### config.mk
export PLATFORM = sky130hd
export DESIGN_NAME = pll_lock_sequencer
export DESIGN_NICKNAME = d
export VERILOG_FILES = /design/src/rtl/pll_lock_sequencer_pkg.sv /design/src/rtl/pll_fb_edge_sync.sv /design/src/rtl/pll_lock_sequencer.sv
export SDC_FILE = /design/constraint.sdc
export NUM_CORES = 1
export LEC_CHECK = 0
export CAP_MARGIN = 30
export CORE_ASPECT_RATIO = 1.2
export CORE_UTILIZATION = 59
export DETAILED_ROUTE_END_ITERATION = 16
export PLACE_DENSITY = 0.88
export SLEW_MARGIN = 20
export SYNTH_ARGS = -nofsm -noshare
export SYNTH_HDL_FRONTEND = slang
export SYNTH_HIERARCHICAL = 1
export SYNTH_SLANG_ARGS = --single-unit
export TNS_END_PERCENT = 30
### constraint.sdc
create_clock -name clock_i -period 7.4 [get_ports clock_i]
set_input_delay 1.48 -clock clock_i [delete_from_list [all_inputs] [get_ports clock_i]]
set_output_delay 1.48 -clock clock_i [all_outputs]
set_load 0.01 [all_outputs]
### src/rtl/pll_lock_sequencer_pkg.sv
// Shared definitions for the PLL lock sequencer: state encodings, default
// timing parameters and a helper for sizing the shared cycle timer.
package pll_lock_sequencer_pkg;

    typedef enum logic [2:0] {
        ST_IDLE    = 3'd0,
        ST_RESET   = 3'd1,
        ST_SETTLE  = 3'd2,
        ST_MEASURE = 3'd3,
        ST_LOCKED  = 3'd4,
        ST_FAILED  = 3'd5
    } pll_state_e;

    localparam int DEF_RST_CYC    = 16;
    localparam int DEF_SETTLE_CYC = 256;
    localparam int DEF_WIN_CYC    = 1024;
    localparam int DEF_CW         = 12;
    localparam int DEF_MAX_RETRY  = 3;
    localparam int RETRY_W        = 2;

    // The one timer serves RESET, SETTLE and MEASURE, so it must hold the
    // largest of the three terminal counts.
    function automatic int timer_width(input int a, input int b, input int c);
        int m;
        m = a;
        if (b > m) m = b;
        if (c > m) m = c;
        return (m > 1) ? $clog2(m) : 1;
    endfunction

endpackage

### src/rtl/pll_fb_edge_sync.sv
// Brings the divided PLL feedback clock into the osc domain and turns each
// rising edge into a single-cycle pulse.
module pll_fb_edge_sync #(
    parameter int SYNC_STAGES = 2
) (
    input  logic clk_i,
    input  logic rst_ni,
    input  logic fb_clk_i,
    output logic edge_o
);

    // Bits [SYNC_STAGES-1:0] form the synchronizer; the top bit is the
    // edge-detect history flop.
    logic [SYNC_STAGES:0] sync_q;

    always_ff @(posedge clk_i or negedge rst_ni) begin
        if (!rst_ni) begin
            sync_q <= '0;
        end else begin
            sync_q <= {sync_q[SYNC_STAGES-1:0], fb_clk_i};
        end
    end

    assign edge_o = sync_q[SYNC_STAGES-1] & ~sync_q[SYNC_STAGES];

endmodule

### src/rtl/pll_lock_sequencer.sv
// Brings the PLL out of reset, qualifies its frequency by counting feedback
// edges over fixed osc windows, and hands the core clock over once it passes.
module pll_lock_sequencer
    import pll_lock_sequencer_pkg::*;
#(
    parameter int RST_CYC    = DEF_RST_CYC,
    parameter int SETTLE_CYC = DEF_SETTLE_CYC,
    parameter int WIN_CYC    = DEF_WIN_CYC,
    parameter int CW         = DEF_CW,
    parameter int MAX_RETRY  = DEF_MAX_RETRY
) (
    input  logic          clock_i,
    input  logic          resetb_i,
    input  logic          start_i,
    input  logic          fb_clk_i,
    input  logic [CW-1:0] expected_count_i,
    input  logic [CW-1:0] tolerance_i,
    output logic          pll_enable_o,
    output logic          pll_resetb_o,
    output logic          clk_sel_o,
    output logic          locked_o,
    output logic          lock_err_o,
    output logic          lock_lost_o,
    output logic [1:0]    retry_cnt_o
);

    localparam int TW = timer_width(RST_CYC, SETTLE_CYC, WIN_CYC);
    localparam logic [TW-1:0]      RST_LAST    = TW'(RST_CYC - 1);
    localparam logic [TW-1:0]      SETTLE_LAST = TW'(SETTLE_CYC - 1);
    localparam logic [TW-1:0]      WIN_LAST    = TW'(WIN_CYC - 1);
    localparam logic [RETRY_W-1:0] RETRY_MAX   = RETRY_W'(MAX_RETRY);

    pll_state_e         state_q;
    logic [TW-1:0]      timer_q;
    logic [CW-1:0]      count_q;
    logic [RETRY_W-1:0] retry_q;
    logic               pll_enable_q;
    logic               pll_resetb_q;
    logic               clk_sel_q;
    logic               locked_q;
    logic               lock_err_q;
    logic               lock_lost_q;

    logic               fb_edge;
    logic               in_window;
    logic               win_first;
    logic               win_last;
    logic [CW-1:0]      count_d;
    logic [CW:0]        count_ext;
    logic [CW:0]        expected_ext;
    logic [CW:0]        abs_diff;
    logic               win_pass;

    pll_fb_edge_sync #(
        .SYNC_STAGES(2)
    ) u_fb_sync (
        .clk_i   (clock_i),
        .rst_ni  (resetb_i),
        .fb_clk_i(fb_clk_i),
        .edge_o  (fb_edge)
    );

    // count_d already includes a pulse landing on the last window cycle, so
    // the verdict below sees the complete window.
    always_comb begin
        in_window = (state_q == ST_MEASURE) || (state_q == ST_LOCKED);
        win_first = (timer_q == '0);
        win_last  = (timer_q == WIN_LAST);
        count_d   = '0;
        if (in_window) begin
            if (win_first) begin
                count_d = CW'(fb_edge);
            end else if (count_q == {CW{1'b1}}) begin
                count_d = count_q;
            end else begin
                count_d = count_q + CW'(fb_edge);
            end
        end
    end

    // One extra bit keeps the subtraction from wrapping.
    always_comb begin
        count_ext    = {1'b0, count_d};
        expected_ext = {1'b0, expected_count_i};
        if (count_ext >= expected_ext) begin
            abs_diff = count_ext - expected_ext;
        end else begin
            abs_diff = expected_ext - count_ext;
        end
        win_pass = (abs_diff <= {1'b0, tolerance_i});
    end

    always_ff @(posedge clock_i or negedge resetb_i) begin
        if (!resetb_i) begin
            state_q      <= ST_IDLE;
            timer_q      <= '0;
            count_q      <= '0;
            retry_q      <= '0;
            pll_enable_q <= 1'b0;
            pll_resetb_q <= 1'b0;
            clk_sel_q    <= 1'b0;
            locked_q     <= 1'b0;
            lock_err_q   <= 1'b0;
            lock_lost_q  <= 1'b0;
        end else begin
            lock_lost_q <= 1'b0;
            count_q     <= count_d;
            if (!start_i) begin
                state_q      <= ST_IDLE;
                timer_q      <= '0;
                count_q      <= '0;
                retry_q      <= '0;
                pll_enable_q <= 1'b0;
                pll_resetb_q <= 1'b0;
                clk_sel_q    <= 1'b0;
                locked_q     <= 1'b0;
                lock_err_q   <= 1'b0;
            end else begin
                unique case (state_q)
                    ST_IDLE: begin
                        state_q      <= ST_RESET;
                        timer_q      <= '0;
                        retry_q      <= '0;
                        pll_enable_q <= 1'b1;
                        pll_resetb_q <= 1'b0;
                    end
                    ST_RESET: begin
                        if (timer_q == RST_LAST) begin
                            state_q      <= ST_SETTLE;
                            timer_q      <= '0;
                            pll_resetb_q <= 1'b1;
                        end else begin
                            timer_q <= timer_q + TW'(1);
                        end
                    end
                    ST_SETTLE: begin
                        if (timer_q == SETTLE_LAST) begin
                            state_q <= ST_MEASURE;
                            timer_q <= '0;
                        end else begin
                            timer_q <= timer_q + TW'(1);
                        end
                    end
                    ST_MEASURE: begin
                        if (win_last) begin
                            timer_q <= '0;
                            if (win_pass) begin
                                state_q   <= ST_LOCKED;
                                clk_sel_q <= 1'b1;
                                locked_q  <= 1'b1;
                            end else if (retry_q < RETRY_MAX) begin
                                state_q      <= ST_RESET;
                                retry_q      <= retry_q + RETRY_W'(1);
                                pll_resetb_q <= 1'b0;
                            end else begin
                                state_q      <= ST_FAILED;
                                lock_err_q   <= 1'b1;
                                pll_enable_q <= 1'b0;
                                pll_resetb_q <= 1'b0;
                            end
                        end else begin
                            timer_q <= timer_q + TW'(1);
                        end
                    end
                    ST_LOCKED: begin
                        // Windows run back to back; timer wrap starts the next one.
                        if (win_last) begin
                            timer_q <= '0;
                            if (!win_pass) begin
                                state_q      <= ST_RESET;
                                lock_lost_q  <= 1'b1;
                                clk_sel_q    <= 1'b0;
                                locked_q     <= 1'b0;
                                retry_q      <= '0;
                                pll_resetb_q <= 1'b0;
                            end
                        end else begin
                            timer_q <= timer_q + TW'(1);
                        end
                    end
                    ST_FAILED: begin
                        state_q <= ST_FAILED;
                    end
                    default: begin
                        state_q      <= ST_IDLE;
                        timer_q      <= '0;
                        pll_enable_q <= 1'b0;
                        pll_resetb_q <= 1'b0;
                        clk_sel_q    <= 1'b0;
                        locked_q     <= 1'b0;
                        lock_err_q   <= 1'b0;
                    end
                endcase
            end
        end
    end

    assign pll_enable_o = pll_enable_q;
    assign pll_resetb_o = pll_resetb_q;
    assign clk_sel_o    = clk_sel_q;
    assign locked_o     = locked_q;
    assign lock_err_o   = lock_err_q;
    assign lock_lost_o  = lock_lost_q;
    assign retry_cnt_o  = retry_q;

endmodule

# After elaboration in Yosys (flattened, before gate mapping)
# Cells that the tools add are included.
# Widths: inputs -> output; s select.
# word_totals
reg_bits	35
in_bits	28
output_inout_bits	8
# op_classes
add_sub_neg	5
magnitude_cmp	3
n_eq_ne	26
mux	49
n_bitwise	2
reduce_logical	14
# ops
cell	n
$mux 12	4
$mux 10	4
$pmux 10 s4	1
$ne 3x3->1 const B	9
$sub 12x12->13	2
$mux 3	8
$mux 1	19
$pmux 3 s6	1
$le 13x12->1	1
$mux 13	1
$add 12x1->12	1
$eq 12x12->1 const B	1
$ge 12x12->1	1
$mux 2	6
$reduce_and 4->1	3
$add 10x1->10 const B	1
$eq 10x10->1 const B	1
$eq 10x4->1 const B	1
$eq 10x8->1 const B	1
$logic_not 10->1	1
$ne 2x2->1 const B	5
$reduce_and 5->1	2
$pmux 1 s3	3
$reduce_or 4->1	2
16 further kinds	20

# Longest topological paths before layout
# depth
ltp_word	13
ltp_mapped	29
ltp_nobuf	26

# Cells and area by module
# Netlist, hierarchy kept.
# modules_own_cells
mod	instances	cells_per_inst	area_each_um2	seq_area_each_um2
pll_lock_sequencer	1	469	3582.2	800.8
pll_fb_edge_sync	1	4	88.8	75.1

# Worst setup path before layout
# OpenSTA, ideal clock, no wires.
# synth_path
path_kind	input to register
start	input expected_count_i[5]
end	register retry_q[1] (netlist: retry_cnt_o[1])
setup_time_ns	0.082
t_arrival_ns	5.658
setup_slack_ns	1.659
cell_stages	21
path_buffers	2
path_cell_list	inv_1 ha_1 buf_6 a21o_1 a221oi_2 a21oi_1 or4_4 buf_6 nor2_4 mux2i_1 mux2_1 a311oi_1 ha_1 nand4_1 nor2_1 o31ai_1 a41o_1 o32ai_4 nor2_2 or4_1 a31oi_1
# synth_via
elab_chain_cells	5
# synth_lines
item	line	source
from (decl)	pll_lock_sequencer.sv:16	input logic [CW-1:0] expected_count_i,
$sub 12x12->13, or another cell as far along	pll_lock_sequencer.sv:88	abs_diff = expected_ext - count_ext;
$mux 13 *	pll_lock_sequencer.sv:85	if (count_ext >= expected_ext) begin
$le 13x12->1 *	pll_lock_sequencer.sv:90	win_pass = (abs_diff <= {1'b0, tolerance_i});
$ne 3x3->1 (no line)	-	
$reduce_and 6->1 (no line) *	-	
to (signal assigned)	pll_lock_sequencer.sv:153	retry_q <= retry_q + RETRY_W'(1);
to (decl)	pll_lock_sequencer.sv:36	logic [RETRY_W-1:0] retry_q;
# Every way passes the cells marked *; elsewhere a longest branch is shown, timed or not.
# A chain may end at the register's enable or synchronous reset.

# Worst setup path after layout
# layout_path
start	register state_q[2]
end	register retry_q[1] (netlist: retry_cnt_o[1])
# layout_via
elab_chain_cells	8
# layout_lines
item	line	source
from (decl)	pll_lock_sequencer.sv:33	pll_state_e state_q;
from (signal assigned)	pll_lock_sequencer.sv:95	state_q <= ST_IDLE;
from (signal assigned)	pll_lock_sequencer.sv:109	state_q <= ST_IDLE;
from (signal assigned)	pll_lock_sequencer.sv:121	state_q <= ST_RESET;
$eq 3x2->1 / $eq 3x3->1 (equally long branches)	pll_lock_sequencer.sv:66, pll_lock_sequencer.sv:119	
$logic_or 1x1->1	pll_lock_sequencer.sv:66	in_window = (state_q == ST_MEASURE) || (state_q == ST_LOCKED);
$mux 12	pll_lock_sequencer.sv:70	if (in_window) begin
$sub 12x12->13, or another cell as far along	pll_lock_sequencer.sv:88	
$mux 13	pll_lock_sequencer.sv:85	
$le 13x12->1	pll_lock_sequencer.sv:90	
$ne 3x3->1 (no line)	-	
$reduce_and 6->1 (no line)	-	
# Several ways; a longest one is shown, not always the timed one.

==> summary.txt <==
Run status
  – Status: finished, final reports clean

Clocking
  – Root Buffer: clkbuf_8
  – Clock Path Buffers: 2
  – CTS sink count: 35
  – Postcts setup bufs: 0
  – CTS Buf Count: 5
  – H-tree Lvls: 2
  – CTS tree: built
  – Post-CTS Resized: 0
  – Worst-path clk slew: 0.07 ns
  – Post-CTS Hold Fix Bufs: 0
  – Clock latency on the worst-skew pair: 0.29 ns

Floorplanning
  – I/O Pins: 36
  – Die Wd: roughly 74 um
  – DIE AREA: roughly 6500 um2
  – Row Count: 31
  – Chip height: 88.4 um
  – Starting density of the core: 0.611
  – CORE AREA: 6010 um2

Worst setup path
  – Critical path capture point: retry_cnt_o[1]
  – CP Class: register to register
  – Crit Path Max Fanout: 17
  – Buf/Inv on CP: 0
  – CP peak stage delay: 0.67 ns
  – CP required: 7.59 ns
  – Worst R2R Start: state_q[2]
  – Cell count along the critical path: 21
  – Crit-path cells: nand2b_1 > o22ai_1 > nand2_1 > nor2_1 > ha_1 > and3_2 > a221oi_2 > a21oi_1 > or4_4 > nor2_4 > mux2_2 > xor2_1 > ha_1 > o21ai_0 > a21oi_1 > o31ai_1 > a41o_1 > o32ai_4 > nor2_2 > or4_1 > a31oi_1
  – Reg-to-reg critical path endpoint: retry_cnt_o[1]
  – Crit path DAT: just over 7 ns
  – Endpoint class of the critical path: register
  – Largest delay share family, worst path: simple AND/OR/NAND/NOR gates
  – CP Launch Type: register
  – Critical Path Start: state_q[2]
  – Slowest cell on the critical path: dfrtp_1
  – Reg2reg path depth: 21
  – Flop-to-flop setup slack: ~0.55 ns

Synthesis
  – Mapped Cells: 473
  – Net Count, Synth: 543
  – Ys async rst share: 1.00
  – Post-synth EDFFs: 0
  – Seq cells post-synth: 35
  – Syn Std Cell Area: 3670 um2
  – Top_reg_cell synth: dfrtp_1
  – Yosys warns: 6
  – Unique masters post-synth: 68
  – Sequential area share after synthesis: 0.239
  – Syn_area_per_cell: 7.76 um2

Drt
  – Number of remaining DRC errors: 0
  – Pre-antenna DRT Iters: 5
  – Mean routed wirelength per cell: 17.2 um
  – WL final: around 10000 um
  – Post-route ant nets: 0
  – Initial drt markers: ~340
  – Vias: 3664
  – Via/cell ratio: 6.31

Timing
  – Final setup margin: ~0.55 ns
  – Fin. Hold Viols: 0
  – Setup-failing EPs final: 0
  – Final period util: 0.926
  – Final slew viol count: 0
  – Fmax: about 0.15 GHz
  – Worst hold margin: ~0.35 ns
  – Max-slew headroom: 0.470
  – Setup TNS: 0 ns
  – Worst Clk Skew: 0.00528 ns
  – Final min period: roughly 6.9 ns
  – Tightest Pin Transition: ~0.8 ns
  – RSZ-0062 raised after global routing: no

Layout
  – Fraction of layout cells with a size suffix above 1: 0.0601
  – Fin cells: slightly below 600
  – Ant diodes: 0
  – Final net count: between 500 and 600
  – Synthesis-to-finish area growth: 13.9%
  – Post-route cell area: around 4200 um2

Placed design
  – Placer congestion estimate: 0.947
  – Port Buffers: 35
  – HPWL after DPL: 7700 um
  – Area after DPL: 4050 um2
  – Dpl ws: ~0.6 ns
  – Placed Instances: 573

Global route
  – Pin count of the biggest net entering global routing: 36
  – Global-route wire length before repair: 16200 um
  – Gr ovfl total: 0
  – Initial antenna violation count: 0
  – Total GRT Usage: 0.324
  – Number of global-route vias before repair: 3641

Pwr
  – VDD IR max: 0.000199 V
  – PD cells: 167 nW/um2
  – Leakage: 1.88 nW

Worst hold path
  – Min-Delay Path Class: register to register

Run
  – Max-cap violations: 0
==> stage by stage <==
stage	utilization	power, W
global route	0.696	0.000744
CTS	0.696	0.000696
floorplan	-	0.000415
detailed placement	0.673	0.000490
global placement	0.672	0.000486
finish	0.696	0.000700
==> cell usage in the layout, fill, tap and decap left out, drive strengths merged, types with 3 or more instances in the layout <==
cell,instances
a211oi,5
a21boi,3
a21o,13
a21oi,36
a31o,3
a31oi,6
and2,3
and3,12
and4,3
buf,3
clkbuf,5
clkdlybuf4s50,35
dfrtp,35
ha,40
inv,49
mux2,3
mux2i,5
nand2,37
nand2b,4
nand3,16
nand4,7
nor2,51
nor2b,3
nor3,9
nor4,6
o211ai,5
o21a,6
o21ai,33
o22ai,3
o31ai,5
or2,3
or4,4
xnor2,5
xor2,10
==> cell usage after synthesis (6+ instances only) <==
master | number | area share
nand4_1 | 7 | 0.012
a31oi_1 | 6 | 0.010
a21o_1 | 12 | 0.025
clkbuf_1 | 14 | 0.014
inv_1 | 49 | 0.050
xor2_1 | 10 | 0.024
nor3_1 | 9 | 0.012
o21ai_0 | 33 | 0.045
nand2_1 | 37 | 0.038
ha_1 | 40 | 0.14
o21a_1 | 6 | 0.012
a21oi_1 | 36 | 0.049
and3_1 | 11 | 0.019
nand3_1 | 16 | 0.022
nor2_1 | 49 | 0.050
dfrtp_1 | 35 | 0.24
==> cell type report <==
type / count / area (um2)
clock buffer: 5 / 68.8
inverter: 50 / 188
timing repair buffer: 38 / 370
tap: 82 / 103
fill: 501 / 1830
clock inverter: 3 / 67.6
sequential: 35 / 876
multi-input combinational: 368 / 2510
==> per-layer routing <==
| layer | global-route usage | vias to the layer above | wire length (um) |
|---|---|---|---|
| met5 | 0 | - | 0 |
| met4 | 0.194 | 0 | 512 |
| met3 | 0.0410 | 42 | 560 |
| met2 | 0.593 | 167 | 5160 |
| met1 | 0.351 | 1710 | 3750 |
| li1 | - | 1745 | - |
==> flip-flops by register name, indices dropped and copies added, names as in the netlist <==
register	flops
pll_enable_o	1
state_q	3
lock_err_o	1
pll_resetb_o	1
count_q	12
locked_o	1
timer_q	10
u_fb_sync/sync_q	3
retry_cnt_o	2
lock_lost_o	1
==> where the power goes <==
group	switching (W)	internal, W
Sequential	0.0000276	0.000206
Combinational	0.000152	0.000109
Clock	0.0000704	0.000134
Total	0.000250	0.000450
==> logic make-up (layout without fill, tap and decap cells) <==
group                    count (synthesis)  in the layout  share of synthesized area
flip-flops                              35             35                      0.239
multiplexers                             8              8                     0.0228
AO/OA/AOI/OAI                          141            141                      0.257
XOR/XNOR                                15             15                     0.0358
AND/OR/NAND/NOR                        161            161                      0.218
adder cells (fa/ha/maj)                 43             43                      0.150
buffers and inverters                   70             96                     0.0777
==> worst min path at each step <==
stage | slack, ns | from | cells after the start | end
global route | 0.35 | u_fb_sync/sync_q[0] | 0 | u_fb_sync/sync_q[1]
CTS | 0.35 | u_fb_sync/sync_q[0] | 0 | u_fb_sync/sync_q[1]
finish | 0.35 | u_fb_sync/sync_q[0] | 0 | u_fb_sync/sync_q[1]
detailed placement | 0.34 | u_fb_sync/sync_q[0] | 0 | u_fb_sync/sync_q[1]
floorplan | 0.33 | u_fb_sync/sync_q[0] | 0 | u_fb_sync/sync_q[1]
global placement | 0.33 | u_fb_sync/sync_q[0] | 0 | u_fb_sync/sync_q[1]
==> worst reg2reg max path: stages, from the launching register on <==
cell      delay [ns]
dfrtp_1         0.67
nand2b_1        0.18
o22ai_1         0.24
nand2_1         0.38
nor2_1          0.33
ha_1            0.43
and3_2          0.27
a221oi_2        0.25
a21oi_1         0.13
or4_4           0.61
nor2_4          0.37
mux2_2          0.43
xor2_1          0.15
ha_1            0.38
o21ai_0         0.11
a21oi_1         0.42
o31ai_1         0.12
a41o_1          0.30
o32ai_4         0.16
nor2_2          0.12
or4_1           0.50
a31oi_1         0.19
No activity file was read; power rests on OpenSTA's default activity.
